**config.mk**
```make
export PLATFORM = sky130hd
export DESIGN_NAME = pmod1553_phy_ctrl_flat
export DESIGN_NICKNAME = d
export VERILOG_FILES = /design/src/rtl/pmod1553_phy_ctrl_if.sv /design/src/rtl/pmod1553_phy_ctrl.sv /design/src/flat_wrapper.sv
export SDC_FILE = /design/constraint.sdc
export NUM_CORES = 1
export LEC_CHECK = 0
export CAP_MARGIN = 15
export CORE_ASPECT_RATIO = 0.75
export CORE_MARGIN = 4
export CORE_UTILIZATION = 59
export CTS_CLUSTER_SIZE = 14
export DETAILED_ROUTE_END_ITERATION = 7
export PLACE_DENSITY = 0.9
export SETUP_SLACK_MARGIN = 0.2
export SKIP_LAST_GASP = 1
export SYNTH_ARGS = -nofsm -noshare
export SYNTH_HDL_FRONTEND = slang
export SYNTH_SLANG_ARGS = --single-unit
export TNS_END_PERCENT = 20
```
**constraint.sdc**
```tcl
create_clock -name clk_100mhz -period 3.7 [get_ports clk_100mhz]
set_clock_uncertainty 0.05 [all_clocks]
set_input_delay 1.11 -clock clk_100mhz [delete_from_list [all_inputs] [get_ports clk_100mhz]]
set_output_delay 1.11 -clock clk_100mhz [all_outputs]
set_load 0.005 [all_outputs]
```
**src/rtl/pmod1553_phy_ctrl_if.sv**
```systemverilog
// Encoder-side bundle of pmod1553_phy_ctrl: transmit request/data, loopback, fault and receive data.
// Latency: none, this is wiring only.
// Flow control: the encoder may drive tx_diff only while the matching tx_ready bit is high.
interface pmod1553_phy_ctrl_if #(
   parameter int CHANNELS = 1
);
   logic [CHANNELS-1:0]   tx_active;
   logic [2*CHANNELS-1:0] tx_diff;
   logic [CHANNELS-1:0]   tx_ready;
   logic [CHANNELS-1:0]   loopback;
   logic [CHANNELS-1:0]   fault_clr;
   logic [CHANNELS-1:0]   fault;
   logic [2*CHANNELS-1:0] rx_diff;

   // Encoder/decoder side
   modport master (
      output tx_active, tx_diff, loopback, fault_clr,
      input  tx_ready, fault, rx_diff
   );

   // Pin controller side
   modport slave (
      input  tx_active, tx_diff, loopback, fault_clr,
      output tx_ready, fault, rx_diff
   );
endinterface

```
**src/rtl/pmod1553_phy_ctrl.sv**
```systemverilog
// Per-channel PMOD 1553 pin controller: rx sync/glitch filter, tx enable sequencing, rx blanking, loopback, babble timeout.
// Latency: tx_diff to pads 1 cycle; pads to rx_diff 2 + RX_FILTER + 1 cycles (3 when RX_FILTER is 0).
// Backpressure: tx_ready stays low until the TX_LEAD guard has elapsed; the encoder holds data until then.
module pmod1553_phy_ctrl #(
   parameter int CHANNELS  = 1,
   parameter int TX_LEAD   = 10,
   parameter int TX_TAIL   = 10,
   parameter int RX_BLANK  = 20,
   parameter int RX_FILTER = 3,
   parameter int TX_MAX    = 80000
) (
   input  logic                clk_100mhz,
   input  logic                resetn,
   pmod1553_phy_ctrl_if.slave  enc,
   input  logic [CHANNELS-1:0] pmod_rx_p,
   input  logic [CHANNELS-1:0] pmod_rx_n,
   output logic [CHANNELS-1:0] pmod_tx_p,
   output logic [CHANNELS-1:0] pmod_tx_n,
   output logic [CHANNELS-1:0] pmod_tx_en
);
   localparam int MAX_AB = (TX_LEAD > TX_TAIL) ? TX_LEAD : TX_TAIL;
   localparam int MAX_CD = (RX_BLANK > TX_MAX) ? RX_BLANK : TX_MAX;
   localparam int MAX_P  = (MAX_AB > MAX_CD) ? MAX_AB : MAX_CD;
   localparam int CW     = (MAX_P < 1) ? 1 : $clog2(MAX_P + 1);
   localparam int FW     = (RX_FILTER < 1) ? 1 : $clog2(RX_FILTER + 1);

   // Counter value on the last cycle of each phase; a zero-length phase still lasts one cycle
   localparam logic [CW-1:0] LEAD_LAST  = CW'((TX_LEAD  > 0) ? TX_LEAD  - 1 : 0);
   localparam logic [CW-1:0] TAIL_LAST  = CW'((TX_TAIL  > 0) ? TX_TAIL  - 1 : 0);
   localparam logic [CW-1:0] BLANK_LAST = CW'((RX_BLANK > 0) ? RX_BLANK - 1 : 0);
   localparam logic [CW-1:0] MAX_LAST   = CW'((TX_MAX   > 0) ? TX_MAX   - 1 : 0);

   // The sample that reloads the candidate already counts as the first stable cycle
   localparam logic [FW-1:0] FLT_LAST   = FW'((RX_FILTER > 0) ? RX_FILTER - 1 : 0);
   localparam logic [FW-1:0] FLT_RELOAD = FW'((RX_FILTER >= 2) ? 1 : 0);

   typedef enum logic [2:0] {
      ST_IDLE, ST_LEAD, ST_TX, ST_TAIL, ST_BLANK, ST_FAULT
   } state_t;

   logic [CHANNELS-1:0]   ready_all;
   logic [CHANNELS-1:0]   fault_all;
   logic [2*CHANNELS-1:0] rx_all;

   assign enc.tx_ready = ready_all;
   assign enc.fault    = fault_all;
   assign enc.rx_diff  = rx_all;

   for (genvar c = 0; c < CHANNELS; c++) begin : g_ch
      state_t        state_q, state_d;
      logic [CW-1:0] cnt_q, cnt_d;
      logic          lb_q, lb_d;
      logic          en_q, en_d;
      logic [1:0]    pins_q, pins_d;
      logic          ready_q, ready_d;
      logic          fault_q, fault_d;
      logic [1:0]    rx_q, rx_d;
      logic [1:0]    sync1_q, sync1_d;
      logic [1:0]    sync2_q, sync2_d;
      logic [1:0]    cand_q, cand_d;
      logic [FW-1:0] fcnt_q, fcnt_d;
      logic [1:0]    filt_q, filt_d;
      logic          tx_act;
      logic [1:0]    tx_pair;
      logic [1:0]    rx_filt;

      assign tx_act  = enc.tx_active[c];
      assign tx_pair = enc.tx_diff[2*c +: 2];
      assign rx_filt = (RX_FILTER == 0) ? sync2_q : filt_q;

      // State register: phase, phase counter and loopback mode frozen for the message
      always_ff @(posedge clk_100mhz) begin
         if (!resetn) begin
            state_q <= ST_IDLE;
            cnt_q   <= '0;
            lb_q    <= 1'b0;
         end else begin
            state_q <= state_d;
            cnt_q   <= cnt_d;
            lb_q    <= lb_d;
         end
      end

      // Next-state: guard-time sequencing, timeout and fault recovery
      always_comb begin
         state_d = state_q;
         cnt_d   = cnt_q + CW'(1);
         lb_d    = lb_q;
         case (state_q)
            ST_IDLE: begin
               cnt_d = '0;
               if (tx_act) begin
                  state_d = ST_LEAD;
                  lb_d    = enc.loopback[c];
               end
            end
            ST_LEAD: begin
               if (cnt_q == LEAD_LAST) begin
                  state_d = ST_TX;
                  cnt_d   = '0;
               end
            end
            ST_TX: begin
               // End of message takes priority over a timeout in the same cycle
               if (!tx_act) begin
                  state_d = ST_TAIL;
                  cnt_d   = '0;
               end else if (cnt_q == MAX_LAST) begin
                  state_d = ST_FAULT;
                  cnt_d   = '0;
               end
            end
            ST_TAIL: begin
               if (cnt_q == TAIL_LAST) begin
                  state_d = ST_BLANK;
                  cnt_d   = '0;
               end
            end
            ST_BLANK: begin
               if (cnt_q == BLANK_LAST) begin
                  state_d = ST_IDLE;
                  cnt_d   = '0;
               end
            end
            ST_FAULT: begin
               cnt_d = '0;
               if (enc.fault_clr[c] && !tx_act) begin
                  state_d = ST_BLANK;
               end
            end
            default: begin
               state_d = ST_IDLE;
               cnt_d   = '0;
            end
         endcase
      end

      // Output decode from the current phase; every pad and status output is registered
      always_comb begin
         en_d    = 1'b0;
         pins_d  = 2'b00;
         ready_d = 1'b0;
         fault_d = 1'b0;
         rx_d    = 2'b00;
         case (state_q)
            ST_IDLE: rx_d = rx_filt;
            ST_LEAD: en_d = !lb_q;
            ST_TX: begin
               en_d    = !lb_q;
               ready_d = 1'b1;
               if (lb_q) begin
                  rx_d = tx_pair;
               end else begin
                  pins_d = tx_pair;
               end
            end
            ST_TAIL:  en_d    = !lb_q;
            ST_FAULT: fault_d = 1'b1;
            default: begin
            end
         endcase
      end

      // Output registers
      always_ff @(posedge clk_100mhz) begin
         if (!resetn) begin
            en_q    <= 1'b0;
            pins_q  <= 2'b00;
            ready_q <= 1'b0;
            fault_q <= 1'b0;
            rx_q    <= 2'b00;
         end else begin
            en_q    <= en_d;
            pins_q  <= pins_d;
            ready_q <= ready_d;
            fault_q <= fault_d;
            rx_q    <= rx_d;
         end
      end

      // Receive synchroniser and stability filter; runs through blanking so the first unblanked value is clean
      always_comb begin
         sync1_d = {pmod_rx_n[c], pmod_rx_p[c]};
         sync2_d = sync1_q;
         cand_d  = cand_q;
         fcnt_d  = fcnt_q;
         filt_d  = filt_q;
         if (sync2_q != cand_q) begin
            cand_d = sync2_q;
            fcnt_d = FLT_RELOAD;
         end else if (fcnt_q == FLT_LAST) begin
            filt_d = cand_q;
         end else begin
            fcnt_d = fcnt_q + FW'(1);
         end
      end

      // Receive path registers
      always_ff @(posedge clk_100mhz) begin
         if (!resetn) begin
            sync1_q <= 2'b00;
            sync2_q <= 2'b00;
            cand_q  <= 2'b00;
            fcnt_q  <= '0;
            filt_q  <= 2'b00;
         end else begin
            sync1_q <= sync1_d;
            sync2_q <= sync2_d;
            cand_q  <= cand_d;
            fcnt_q  <= fcnt_d;
            filt_q  <= filt_d;
         end
      end

      assign ready_all[c]       = ready_q;
      assign fault_all[c]       = fault_q;
      assign rx_all[2*c +: 2]   = rx_q;
      assign pmod_tx_p[c]       = pins_q[0];
      assign pmod_tx_n[c]       = pins_q[1];
      assign pmod_tx_en[c]      = en_q;
   end

endmodule

```
**src/flat_wrapper.sv**
```systemverilog
// flat-port wrapper written by rule: the top's interface ports become plain ports
module pmod1553_phy_ctrl_flat 
#(
   parameter int CHANNELS  = 1,
   parameter int TX_LEAD   = 10,
   parameter int TX_TAIL   = 10,
   parameter int RX_BLANK  = 20,
   parameter int RX_FILTER = 3,
   parameter int TX_MAX    = 80000
)
  (clk_100mhz, resetn, pmod_rx_p, pmod_rx_n, pmod_tx_p, pmod_tx_n, pmod_tx_en, enc_tx_active, enc_tx_diff, enc_loopback, enc_fault_clr, enc_tx_ready, enc_fault, enc_rx_diff);
  pmod1553_phy_ctrl_if #(.CHANNELS(CHANNELS)) enc_i ();
  input  logic clk_100mhz;
  input  logic resetn;
  input  logic [CHANNELS-1:0] pmod_rx_p;
  input  logic [CHANNELS-1:0] pmod_rx_n;
  output logic [CHANNELS-1:0] pmod_tx_p;
  output logic [CHANNELS-1:0] pmod_tx_n;
  output logic [CHANNELS-1:0] pmod_tx_en;
  input wire logic [$bits(enc_i.tx_active)-1:0] enc_tx_active;
  input wire logic [$bits(enc_i.tx_diff)-1:0] enc_tx_diff;
  input wire logic [$bits(enc_i.loopback)-1:0] enc_loopback;
  input wire logic [$bits(enc_i.fault_clr)-1:0] enc_fault_clr;
  output wire logic [$bits(enc_i.tx_ready)-1:0] enc_tx_ready;
  output wire logic [$bits(enc_i.fault)-1:0] enc_fault;
  output wire logic [$bits(enc_i.rx_diff)-1:0] enc_rx_diff;
  assign enc_i.tx_active = enc_tx_active;
  assign enc_i.tx_diff = enc_tx_diff;
  assign enc_i.loopback = enc_loopback;
  assign enc_i.fault_clr = enc_fault_clr;
  assign enc_tx_ready = enc_i.tx_ready;
  assign enc_fault = enc_i.fault;
  assign enc_rx_diff = enc_i.rx_diff;
  pmod1553_phy_ctrl #(.CHANNELS(CHANNELS), .TX_LEAD(TX_LEAD), .TX_TAIL(TX_TAIL), .RX_BLANK(RX_BLANK), .RX_FILTER(RX_FILTER), .TX_MAX(TX_MAX)) u_core (.clk_100mhz(clk_100mhz), .resetn(resetn), .enc(enc_i), .pmod_rx_p(pmod_rx_p), .pmod_rx_n(pmod_rx_n), .pmod_tx_p(pmod_tx_p), .pmod_tx_n(pmod_tx_n), .pmod_tx_en(pmod_tx_en));
endmodule
```
==> flow_summary.html, run 1 <==
<table>
<tr><th>Metric</th><th>Value</th></tr>
<tr><th colspan="2">Status</th></tr>
<tr><td>Outcome</td><td>complete, no violations</td></tr>
<tr><th colspan="2">Floorplan</th></tr>
<tr><td>Starting Density</td><td>62.8%</td></tr>
<tr><td>Die width</td><td>69.3 um</td></tr>
<tr><td>Row Count</td><td>16</td></tr>
<tr><td>Chip height</td><td>approximately 54 um</td></tr>
<tr><td>Total core area</td><td>between 2000 and 3000 um2</td></tr>
<tr><td>Area enclosed by the die boundary</td><td>3740 um2</td></tr>
<tr><td>I/O pin count</td><td>16</td></tr>
<tr><th colspan="2">GRT</th></tr>
<tr><td>Largest net degree at the start of global routing</td><td>21</td></tr>
<tr><td>Congestion Overflow GR</td><td>0</td></tr>
<tr><td>Initial antenna violation count</td><td>0</td></tr>
<tr><td>Global routing usage summed across all routing layers</td><td>20.7%</td></tr>
<tr><td>Wire length of the first global-routing pass</td><td>approximately 6000 um</td></tr>
<tr><td>Vias in the first global route</td><td>approximately 1,300</td></tr>
<tr><th colspan="2">STA</th></tr>
<tr><td>Transition time at the pin with the least slew margin</td><td>0.706 ns</td></tr>
<tr><td>Final hold vios</td><td>0</td></tr>
<tr><td>Minimum period implied by the final worst setup slack</td><td>between 2 and 3 ns</td></tr>
<tr><td>Unrepaired setup endpoints after global routing</td><td>no</td></tr>
<tr><td>Max-slew headroom</td><td>between 50% and 60%</td></tr>
<tr><td>Worst path setup slack after routing</td><td>1.10 ns</td></tr>
<tr><td>Final Slew Violations</td><td>0</td></tr>
<tr><td>Final TNS setup</td><td>0 ns</td></tr>
<tr><td>Worst hold-check slack</td><td>0.390 ns</td></tr>
<tr><td>Max frequency</td><td>between 0.3 and 0.4 GHz</td></tr>
<tr><td>Final Setup Violations</td><td>0</td></tr>
<tr><td>Final cycle utilization of the critical path</td><td>about 70%</td></tr>
<tr><th colspan="2">Synthesis</th></tr>
<tr><td>Share of the synthesized area in the top cell type</td><td>between 40% and 50%</td></tr>
<tr><td>Number of enable flip-flop cells after synthesis</td><td>0</td></tr>
<tr><td>Top post-synthesis cells by count</td><td>38 x sky130_fd_sc_hd__dfxtp_1, 28 x sky130_fd_sc_hd__nor2_1, 15 x sky130_fd_sc_hd__nand2_1, 13 x sky130_fd_sc_hd__nand3_1, 13 x sky130_fd_sc_hd__xor2_1</td></tr>
<tr><td>Cells after Synth</td><td>~180</td></tr>
<tr><td>Net Count, Synth</td><td>roughly 200</td></tr>
<tr><td>Post-synthesis xor/xnor area fraction</td><td>around a tenth</td></tr>
<tr><td>Most instantiated library cell after synthesis</td><td>sky130_fd_sc_hd__dfxtp_1</td></tr>
<tr><td>Unique cell type count in the Yosys netlist</td><td>32</td></tr>
<tr><td>Dominant combinational cell family by area after synthesis</td><td>simple AND/OR/NAND/NOR gates</td></tr>
<tr><td>Number of warnings printed during yosys synthesis</td><td>0</td></tr>
<tr><td>Share of the yosys chip area belonging to registers</td><td>45.8%</td></tr>
<tr><td>Synthesis-stage register bit count</td><td>38</td></tr>
<tr><td>Post-synthesis mux area share</td><td>1.21%</td></tr>
<tr><td>Netlist Area Pre-Place</td><td>~1700 um2</td></tr>
<tr><td>Dominant cell type by area after synthesis</td><td>sky130_fd_sc_hd__dfxtp_1</td></tr>
<tr><td>Post-synthesis share of cell area spent on full adders, half adders and majority gates</td><td>3.01%</td></tr>
<tr><td>Ys flop type</td><td>sky130_fd_sc_hd__dfxtp_1</td></tr>
<tr><td>Area contributors post-synth</td><td>sky130_fd_sc_hd__dfxtp_1 46%, sky130_fd_sc_hd__xor2_1 6.9%, sky130_fd_sc_hd__nor2_1 6.3%, sky130_fd_sc_hd__nand3_1 3.9%, sky130_fd_sc_hd__nand2_1 3.4%</td></tr>
<tr><td>Simple-gate share of the synthesized area</td><td>a little over a quarter</td></tr>
<tr><td>Fraction of registers with async set or reset after synthesis</td><td>0%</td></tr>
<tr><td>Mean cell area of the mapped netlist</td><td>9.02 um2</td></tr>
<tr><td>Area fraction in compound gates after synthesis</td><td>9.50%</td></tr>
<tr><th colspan="2">Worst hold path</th></tr>
<tr><td>Class of the worst hold path</td><td>reg -&gt; reg</td></tr>
<tr><td>Instance count along the most critical hold path</td><td>1</td></tr>
<tr><th colspan="2">Critical path</th></tr>
<tr><td>Worst reg2reg startpoint</td><td>u_core.g_ch[0].cnt_q[7]$_SDFF_PN0_</td></tr>
<tr><td>Critical Setup Path Class</td><td>in -&gt; reg</td></tr>
<tr><td>First element of the critical path</td><td>enc_tx_active</td></tr>
<tr><td>Reg2Reg Setup Slack</td><td>1.37 ns</td></tr>
<tr><td>Endpoint class of the critical path</td><td>flop</td></tr>
<tr><td>Worst flop-to-flop path endpoint</td><td>u_core.g_ch[0].cnt_q[4]$_SDFF_PN0_</td></tr>
<tr><td>Number of cell instances on the worst register-to-register path</td><td>5</td></tr>
<tr><td>Startpoint types</td><td>primary input</td></tr>
<tr><td>Crit path max fanout</td><td>16</td></tr>
<tr><td>Critical path data arrival time</td><td>between 2 and 3 ns</td></tr>
<tr><td>Required time of the critical path</td><td>roughly 3.8 ns</td></tr>
<tr><td>Critical Path End</td><td>u_core.g_ch[0].cnt_q[4]$_SDFF_PN0_</td></tr>
<tr><th colspan="2">Clock network</th></tr>
<tr><td>Hold-fix buffer count after cts</td><td>0</td></tr>
<tr><td>Clock buffer depth</td><td>2</td></tr>
<tr><td>Post CTS Setup Buffer Count</td><td>0</td></tr>
<tr><td>Total clock buffers created by CTS</td><td>5</td></tr>
<tr><td>Clock tree root buffer cell</td><td>sky130_fd_sc_hd__clkbuf_8</td></tr>
<tr><td>CTS tree</td><td>built</td></tr>
<tr><td>Number of H-tree branching levels</td><td>2</td></tr>
<tr><td>Clock Latency Late Sink</td><td>0.29 ns</td></tr>
<tr><td>Clock Pin Slew Worst Setup and Hold Paths</td><td>~0.07 ns</td></tr>
<tr><td>Post-CTS sizing</td><td>0</td></tr>
<tr><td>Number of clock sinks</td><td>38</td></tr>
<tr><th colspan="2">Placed design</th></tr>
<tr><td># port buffers</td><td>15</td></tr>
<tr><td>Weighted congestion reported at the end of routability-driven placement</td><td>approximately 0.8</td></tr>
<tr><td>Placement-stage cell area</td><td>1820 um2</td></tr>
<tr><td>Pre-CTS setup slack</td><td>just under 0.8 ns</td></tr>
<tr><td>Detailed placement HPWL</td><td>about 2500 um</td></tr>
<tr><td>Total placed cells including tap cells</td><td>between 200 and 250</td></tr>
<tr><th colspan="2">Finish</th></tr>
<tr><td>Area occupied by multi-input gates</td><td>~850 um2</td></tr>
<tr><td>Finished Cell Area</td><td>approximately 1900 um2</td></tr>
<tr><td>Final Util</td><td>a little under three quarters</td></tr>
<tr><td>Top reg by flops</td><td>u_core.g_ch.cnt_q</td></tr>
<tr><td>Proportion of layout cells with a drive suffix above 1</td><td>between 6 and 7%</td></tr>
<tr><td>Number of standard cells in the layout, taps in and fillers out</td><td>about 230</td></tr>
<tr><td>Largest register FFs</td><td>17</td></tr>
<tr><td>Regs by FF count</td><td>u_core.g_ch.cnt_q x17, u_core.g_ch.state_q x3</td></tr>
<tr><td>Register Area</td><td>approximately 760 um2</td></tr>
<tr><td>FILL cells</td><td>210</td></tr>
<tr><td>Area Overhead vs Synth</td><td>14.2%</td></tr>
<tr><td>Diode insertion count for antenna repair</td><td>0</td></tr>
<tr><td># nets final</td><td>about 210</td></tr>
<tr><th colspan="2">Drt</th></tr>
<tr><td>DRC violations left</td><td>0</td></tr>
<tr><td>Total number of vias</td><td>roughly 1,300</td></tr>
<tr><td>Antenna violation net count after detailed routing</td><td>0</td></tr>
<tr><td>1st-pass router iterations</td><td>4</td></tr>
<tr><td>DRT iter0 DRCs</td><td>roughly 140</td></tr>
<tr><td>Total Wirelength</td><td>between 3000 and 4000 um</td></tr>
<tr><td>Routed length per placed instance</td><td>roughly 15 um</td></tr>
<tr><td>Via-to-Cell Ratio</td><td>between 5 and 6</td></tr>
<tr><th colspan="2">Power and ir drop</th></tr>
<tr><td>Power per cell area</td><td>slightly below 500 nW/um2</td></tr>
<tr><td>Static leakage</td><td>~0.69 nW</td></tr>
<tr><td>Post-layout total power</td><td>between 0.9 and 1 mW</td></tr>
<tr><td>Highest ir drop seen on vdd</td><td>approximately 0.38 mV</td></tr>
<tr><th colspan="2">Job</th></tr>
<tr><td>Max-capacitance violation count</td><td>0</td></tr>
</table>
-- how the worst min path moves through the flow --
stage	start	slack, ns	endpoint
2_1_floorplan	u_core.g_ch[0].sync1_q[0]$_SDFF_PN0_	0.36	u_core.g_ch[0].sync2_q[0]$_SDFF_PN0_
3_3_place_gp	u_core.g_ch[0].sync1_q[0]$_SDFF_PN0_	0.37	u_core.g_ch[0].sync2_q[0]$_SDFF_PN0_
5_1_grt	u_core.g_ch[0].sync1_q[0]$_SDFF_PN0_	0.41	u_core.g_ch[0].sync2_q[0]$_SDFF_PN0_
3_5_place_dp	u_core.g_ch[0].sync1_q[0]$_SDFF_PN0_	0.37	u_core.g_ch[0].sync2_q[0]$_SDFF_PN0_
6_report	u_core.g_ch[0].sync1_q[0]$_SDFF_PN0_	0.39	u_core.g_ch[0].sync2_q[0]$_SDFF_PN0_
4_1_cts	u_core.g_ch[0].sync1_q[0]$_SDFF_PN0_	0.39	u_core.g_ch[0].sync2_q[0]$_SDFF_PN0_
-- layout by cell type (no fill, tap or decap), types with 2 or more instances in the layout --
| cell | count |
|---|---|
| sky130_fd_sc_hd__nor3_1 | 4 |
| sky130_fd_sc_hd__nand2_1 | 15 |
| sky130_fd_sc_hd__clkdlybuf4s50_1 | 15 |
| sky130_fd_sc_hd__mux2i_1 | 2 |
| sky130_fd_sc_hd__a21boi_0 | 3 |
| sky130_fd_sc_hd__dfxtp_1 | 38 |
| sky130_fd_sc_hd__nand2b_1 | 4 |
| sky130_fd_sc_hd__xor2_1 | 13 |
| sky130_fd_sc_hd__and4_1 | 2 |
| sky130_fd_sc_hd__a21oi_1 | 4 |
| sky130_fd_sc_hd__ha_1 | 4 |
| sky130_fd_sc_hd__nor2_1 | 28 |
| sky130_fd_sc_hd__xnor2_1 | 6 |
| sky130_fd_sc_hd__nor4_1 | 4 |
| sky130_fd_sc_hd__nor2b_1 | 2 |
| sky130_fd_sc_hd__clkinv_2 | 2 |
| sky130_fd_sc_hd__nand4_1 | 5 |
| sky130_fd_sc_hd__and2_1 | 8 |
| sky130_fd_sc_hd__clkbuf_8 | 5 |
| sky130_fd_sc_hd__o21ai_0 | 3 |
| sky130_fd_sc_hd__and3_1 | 4 |
| sky130_fd_sc_hd__nand3_1 | 13 |
| sky130_fd_sc_hd__inv_1 | 4 |
-- layer usage --
layer  part of all wire, %  wire length (um)  global-route usage, %  vias up
met3                   5.7               199                   6.16       13
met5                     0                 0                      0        -
met4                   3.1               108                   14.0        0
met1                    42              1470                   22.0      618
met2                    49              1690                   37.0       50
li1                      -                 -                      -      656
-- report_power, final --
group | total (mW) | leakage [nW] | switching (mW) | internal, mW
logic | 0.197 | 0.335 | 0.106 | 0.0902
registers | 0.480 | 0.309 | 0.0409 | 0.439
clock network | 0.266 | 0.0438 | 0.140 | 0.126
total | 0.943 | 0.687 | 0.287 | 0.655
-- logic make-up after synthesis --
| kind of cell | Yosys count |
|---|---|
| AND/OR/NAND/NOR | 91 |
| flip-flops | 38 |
| XOR/XNOR | 19 |
| AO/OA/AOI/OAI | 18 |
| buffers and inverters | 12 |
| adder cells (fa/ha/maj) | 4 |
| multiplexers | 2 |
-- worst max-delay path: stages --
cell and delay [ns]:
sky130_fd_sc_hd__clkdlybuf4s50_1 0.49, sky130_fd_sc_hd__nand3_1 0.16, sky130_fd_sc_hd__a21oi_1 0.11, sky130_fd_sc_hd__o311ai_4 0.69
sky130_fd_sc_hd__nor2_1 0.13
-- area by class of cell --
class                           instances  area share [%]
Sequential cell                        38            40.1
Clock inverter                          2           0.528
Timing Repair Buffer                   15            7.92
Inverter                                4           0.792
Clock buffer                            5            3.63
Multi-Input combinational cell        134            44.7
Tap cell                               36            2.37
Power figures use the tool's default switching activity.
==> run 2: changes to the inputs <==
--- a/config.mk
+++ b/config.mk
@@ -8,10 +8,10 @@
 export CAP_MARGIN = 15
 export CORE_ASPECT_RATIO = 0.75
 export CORE_MARGIN = 4
-export CORE_UTILIZATION = 59
+export CORE_UTILIZATION = 55
 export CTS_CLUSTER_SIZE = 14
 export DETAILED_ROUTE_END_ITERATION = 7
-export PLACE_DENSITY = 0.9
+export PLACE_DENSITY = 0.85
 export SETUP_SLACK_MARGIN = 0.2
 export SKIP_LAST_GASP = 1
 export SYNTH_ARGS = -nofsm -noshare
==> constraint.sdc (replaced) <==
create_clock -name clk_100mhz -period 2.42 [get_ports clk_100mhz]
set_clock_uncertainty 0.05 [all_clocks]
set_input_delay 0.726 -clock clk_100mhz [delete_from_list [all_inputs] [get_ports clk_100mhz]]
set_output_delay 0.726 -clock clk_100mhz [all_outputs]
set_load 0.005 [all_outputs]
==> flow_summary.html, run 2 (synthesis results as in run 1) <==
<table>
<tr><th>Metric</th><th>Value</th></tr>
<tr><th colspan="2">GRT</th></tr>
<tr><td>Vias in the first global route</td><td>1,241 (-6.9%)</td></tr>
<tr><td>Wire length of the first global-routing pass</td><td>5460 um (-6.6%)</td></tr>
<tr><td>GR Layer Usage met3</td><td>7.22% (+1.1 points)</td></tr>
<tr><td>Global routing usage summed across all routing layers</td><td>17.1% (-3.6 points)</td></tr>
<tr><td>Congestion Overflow GR</td><td>0 (unchanged)</td></tr>
<tr><td>Met2 GRT Util</td><td>27.5% (-9.5 points)</td></tr>
<tr><td>Most Crowded Layer GR</td><td>met2</td></tr>
<tr><td>Largest net degree at the start of global routing</td><td>15 (-29%)</td></tr>
<tr><td>M1 GR Usage</td><td>21.2% (-0.82 points)</td></tr>
<tr><td>Initial antenna violation count</td><td>0 (unchanged)</td></tr>
<tr><th colspan="2">Floorplan</th></tr>
<tr><td>I/O pin count</td><td>16 (unchanged)</td></tr>
<tr><td>Chip height</td><td>55.6 um (+3.0%)</td></tr>
<tr><td>Starting Density</td><td>60.5% (-2.3 points)</td></tr>
<tr><td>Total core area</td><td>2740 um2 (+3.8%)</td></tr>
<tr><td>Area enclosed by the die boundary</td><td>3970 um2 (+6.3%)</td></tr>
<tr><td>Die width</td><td>71.4 um (+3.2%)</td></tr>
<tr><td>Row Count</td><td>16 (unchanged)</td></tr>
<tr><th colspan="2">STA</th></tr>
<tr><td>Final Slew Violations</td><td>0 (unchanged)</td></tr>
<tr><td>Max-slew headroom</td><td>64.5% (+12 points)</td></tr>
<tr><td>Final TNS setup</td><td>0 ns (unchanged)</td></tr>
<tr><td>Final cycle utilization of the critical path</td><td>between 90% and 100%</td></tr>
<tr><td>Unrepaired setup endpoints after global routing</td><td>no</td></tr>
<tr><td>Minimum period implied by the final worst setup slack</td><td>2.19 ns</td></tr>
<tr><td>Final Setup Violations</td><td>0 (unchanged)</td></tr>
<tr><td>Transition time at the pin with the least slew margin</td><td>0.528 ns (-0.177 ns)</td></tr>
<tr><td>Max frequency</td><td>~0.46 GHz</td></tr>
<tr><td>Final hold vios</td><td>0 (unchanged)</td></tr>
<tr><th colspan="2">Drt</th></tr>
<tr><td>Total number of vias</td><td>1,345 (+0.60%)</td></tr>
<tr><td>1st-pass router iterations</td><td>6 (+2)</td></tr>
<tr><td>Total Wirelength</td><td>3340 um (-3.8%)</td></tr>
<tr><td>Antenna violation net count after detailed routing</td><td>0 (unchanged)</td></tr>
<tr><td>Routed length per placed instance</td><td>14.0 um (-5.4%)</td></tr>
<tr><td>Via-to-Cell Ratio</td><td>5.65 (-1.1%)</td></tr>
<tr><td>DRC violations left</td><td>0 (unchanged)</td></tr>
<tr><td>DRT iter0 DRCs</td><td>170 (+23%)</td></tr>
<tr><th colspan="2">Power and ir drop</th></tr>
<tr><td>Power per cell area</td><td>808 nW/um2 (+63%)</td></tr>
<tr><td>Power share of the clock group</td><td>34.2% (+6.0 points)</td></tr>
<tr><td>Static leakage</td><td>0.719 nW (+4.7%)</td></tr>
<tr><td>Power spent charging and discharging nets</td><td>0.438 mW (+52%)</td></tr>
<tr><td>Relative contribution of sequential cells to total power</td><td>46.2% (-4.7 points)</td></tr>
<tr><td>Switching power share of the total</td><td>27.6% (-2.9 points)</td></tr>
<tr><td>Highest ir drop seen on vdd</td><td>0.522 mV (+38%)</td></tr>
<tr><td>Power Internal</td><td>1.15 mW (+76%)</td></tr>
<tr><td>Comb pwr share</td><td>19.7% (-1.2 points)</td></tr>
<tr><th colspan="2">Critical path</th></tr>
<tr><td>Worst reg2reg startpoint</td><td>u_core.g_ch[0].cnt_q[7]$_SDFF_PN0_</td></tr>
<tr><td>Crit path max fanout</td><td>9 (-7)</td></tr>
<tr><td>Startpoint types</td><td>flop</td></tr>
<tr><td>Critical Setup Path Class</td><td>reg -&gt; reg</td></tr>
<tr><td>Reg2Reg Setup Slack</td><td>0.23 ns (-1.14 ns)</td></tr>
<tr><td>Worst flop-to-flop path endpoint</td><td>u_core.g_ch[0].cnt_q[14]$_SDFF_PN0_</td></tr>
<tr><td>Required time of the critical path</td><td>2.55 ns (-1.25 ns)</td></tr>
<tr><td>Number of cell instances on the worst register-to-register path</td><td>6 (+1)</td></tr>
<tr><td>Endpoint class of the critical path</td><td>flop</td></tr>
<tr><td>Critical path data arrival time</td><td>2.32 ns (-0.39 ns)</td></tr>
<tr><th colspan="2">Clock network</th></tr>
<tr><td>Clock Pin Slew Worst Setup and Hold Paths</td><td>0.07 ns (about the same)</td></tr>
<tr><td>Clock buffer depth</td><td>2 (unchanged)</td></tr>
<tr><td>Number of H-tree branching levels</td><td>2 (unchanged)</td></tr>
<tr><td>Total clock buffers created by CTS</td><td>5 (unchanged)</td></tr>
<tr><td>Number of clock sinks</td><td>38 (unchanged)</td></tr>
<tr><td>CTS tree</td><td>built</td></tr>
<tr><td>Clock Latency Late Sink</td><td>0.29 ns (about the same)</td></tr>
<tr><td>Clock tree root buffer cell</td><td>sky130_fd_sc_hd__clkbuf_8</td></tr>
<tr><th colspan="2">Worst hold path</th></tr>
<tr><td>Worst hold path endpoint</td><td>u_core.g_ch[0].sync2_q[0]$_SDFF_PN0_</td></tr>
<tr><td>Hold Crit Start</td><td>u_core.g_ch[0].sync1_q[0]$_SDFF_PN0_</td></tr>
<tr><td>Class of the worst hold path</td><td>reg -&gt; reg</td></tr>
<tr><td>Instance count along the most critical hold path</td><td>1 (unchanged)</td></tr>
<tr><th colspan="2">Finish</th></tr>
<tr><td>Area Overhead vs Synth</td><td>18.5%</td></tr>
<tr><td>Regs by FF count</td><td>u_core.g_ch.cnt_q x17, u_core.g_ch.state_q x3</td></tr>
<tr><td>Most frequent cells in the layout</td><td>38 x sky130_fd_sc_hd__dfxtp_1, 28 x sky130_fd_sc_hd__nor2_1, 15 x sky130_fd_sc_hd__nand2_1, 15 x sky130_fd_sc_hd__clkdlybuf4s50_1</td></tr>
<tr><td>Diode insertion count for antenna repair</td><td>0 (unchanged)</td></tr>
<tr><td>Number of standard cells in the layout, taps in and fillers out</td><td>238 (+1.7%)</td></tr>
<tr><td>Most frequent standard cell in the layout excluding fill and tap cells</td><td>sky130_fd_sc_hd__dfxtp_1</td></tr>
<tr><td>Largest register FFs</td><td>17 (unchanged)</td></tr>
<tr><td>Final Util</td><td>71.7% (about the same)</td></tr>
<tr><td>Top reg by flops</td><td>u_core.g_ch.cnt_q</td></tr>
<tr><td>Proportion of layout cells with a drive suffix above 1</td><td>8.42% (+2.4 points)</td></tr>
<tr><td># nets final</td><td>215 (+1.9%)</td></tr>
<tr><th colspan="2">Status</th></tr>
<tr><td>Outcome</td><td>complete, no violations</td></tr>
<tr><th colspan="2">Placed design</th></tr>
<tr><td># port buffers</td><td>15 (unchanged)</td></tr>
<tr><td>Detailed placement HPWL</td><td>2290 um (-7.6%)</td></tr>
<tr><td>Total placed cells including tap cells</td><td>229 (+0.88%)</td></tr>
<tr><td>Weighted congestion reported at the end of routability-driven placement</td><td>0.783 (-0.39%)</td></tr>
<tr><th colspan="2">Job</th></tr>
<tr><td>Max-capacitance violation count</td><td>0 (unchanged)</td></tr>
</table>
==> run 2: critical path, cell delays in order, from the launching register on <==
cell and delay (ns):
sky130_fd_sc_hd__dfxtp_1 0.36, sky130_fd_sc_hd__nor4_2 0.41, sky130_fd_sc_hd__nand4_1 0.21, sky130_fd_sc_hd__o311a_2 0.49, sky130_fd_sc_hd__o311ai_4 0.29, sky130_fd_sc_hd__buf_4 0.21, sky130_fd_sc_hd__nor2_1 0.06
==> run 2: per-stage QoR <==
stage | power (mW) | hold slack, ns | setup WS [ns] | cell area [um2]
finish | 1.59 | 0.401 | 0.230 | 1970
global route | 1.66 | 0.414 | 0.179 | 1970
CTS | 1.58 | 0.404 | 0.331 | 1960
detailed placement | 1.04 | 0.386 | 0.0165 | 1830
global placement | 1.03 | 0.368 | 0.0669 | 1830
floorplan | 0.961 | 0.362 | 0.499 | 1660
==> run 2: worst max-delay path by stage <==
stage	from	endpoint	slack (ns)	cells past startpoint
6_report	u_core.g_ch[0].cnt_q[7]$_SDFF_PN0_	u_core.g_ch[0].cnt_q[14]$_SDFF_PN0_	0.23	6
5_1_grt	u_core.g_ch[0].cnt_q[7]$_SDFF_PN0_	u_core.g_ch[0].cnt_q[13]$_SDFF_PN0_	0.18	6
4_1_cts	u_core.g_ch[0].cnt_q[7]$_SDFF_PN0_	u_core.g_ch[0].cnt_q[14]$_SDFF_PN0_	0.33	6
3_5_place_dp	enc_tx_active	u_core.g_ch[0].cnt_q[14]$_SDFF_PN0_	0.02	5
3_3_place_gp	enc_tx_active	u_core.g_ch[0].cnt_q[8]$_SDFF_PN0_	0.07	5
2_1_floorplan	u_core.g_ch[0].cnt_q[7]$_SDFF_PN0_	u_core.g_ch[0].cnt_q[10]$_SDFF_PN0_	0.50	6
==> run 2: final cells by class <==
cell class,instances,area (um2)
clock buffer,6,82.6
clock inverter,1,30.0
fill,171,776
inverter,4,15.0
multi-input combinational,134,853
sequential,38,761
tap,36,45.0
timing repair buffer,19,180
==> run 2: repair_timing <==
action                     4_1_cts  5_1_grt
hold endpoints to repair         0        0
buffers inserted                 2        0
setup endpoints to repair       14        2
gates resized for setup          0        1
pin swaps                        1        0
hold buffers                     0        0
==> run 2: power by group through the flow <==
| stage | Clock (mW) | Sequential (mW) | Combinational, mW |
|---|---|---|---|
| detailed placement | 0 | 0.747 | 0.296 |
| global route | 0.578 | 0.745 | 0.337 |
| floorplan | 0 | 0.713 | 0.248 |
| finish | 0.543 | 0.733 | 0.312 |
| CTS | 0.543 | 0.732 | 0.307 |
| global placement | 0 | 0.741 | 0.285 |
==> run 2: layer usage <==
layer	up-vias	routed length (um)
li1	663	-
met1	618	1520
met2	52	1550
met3	12	200
met4	0	61
met5	-	0
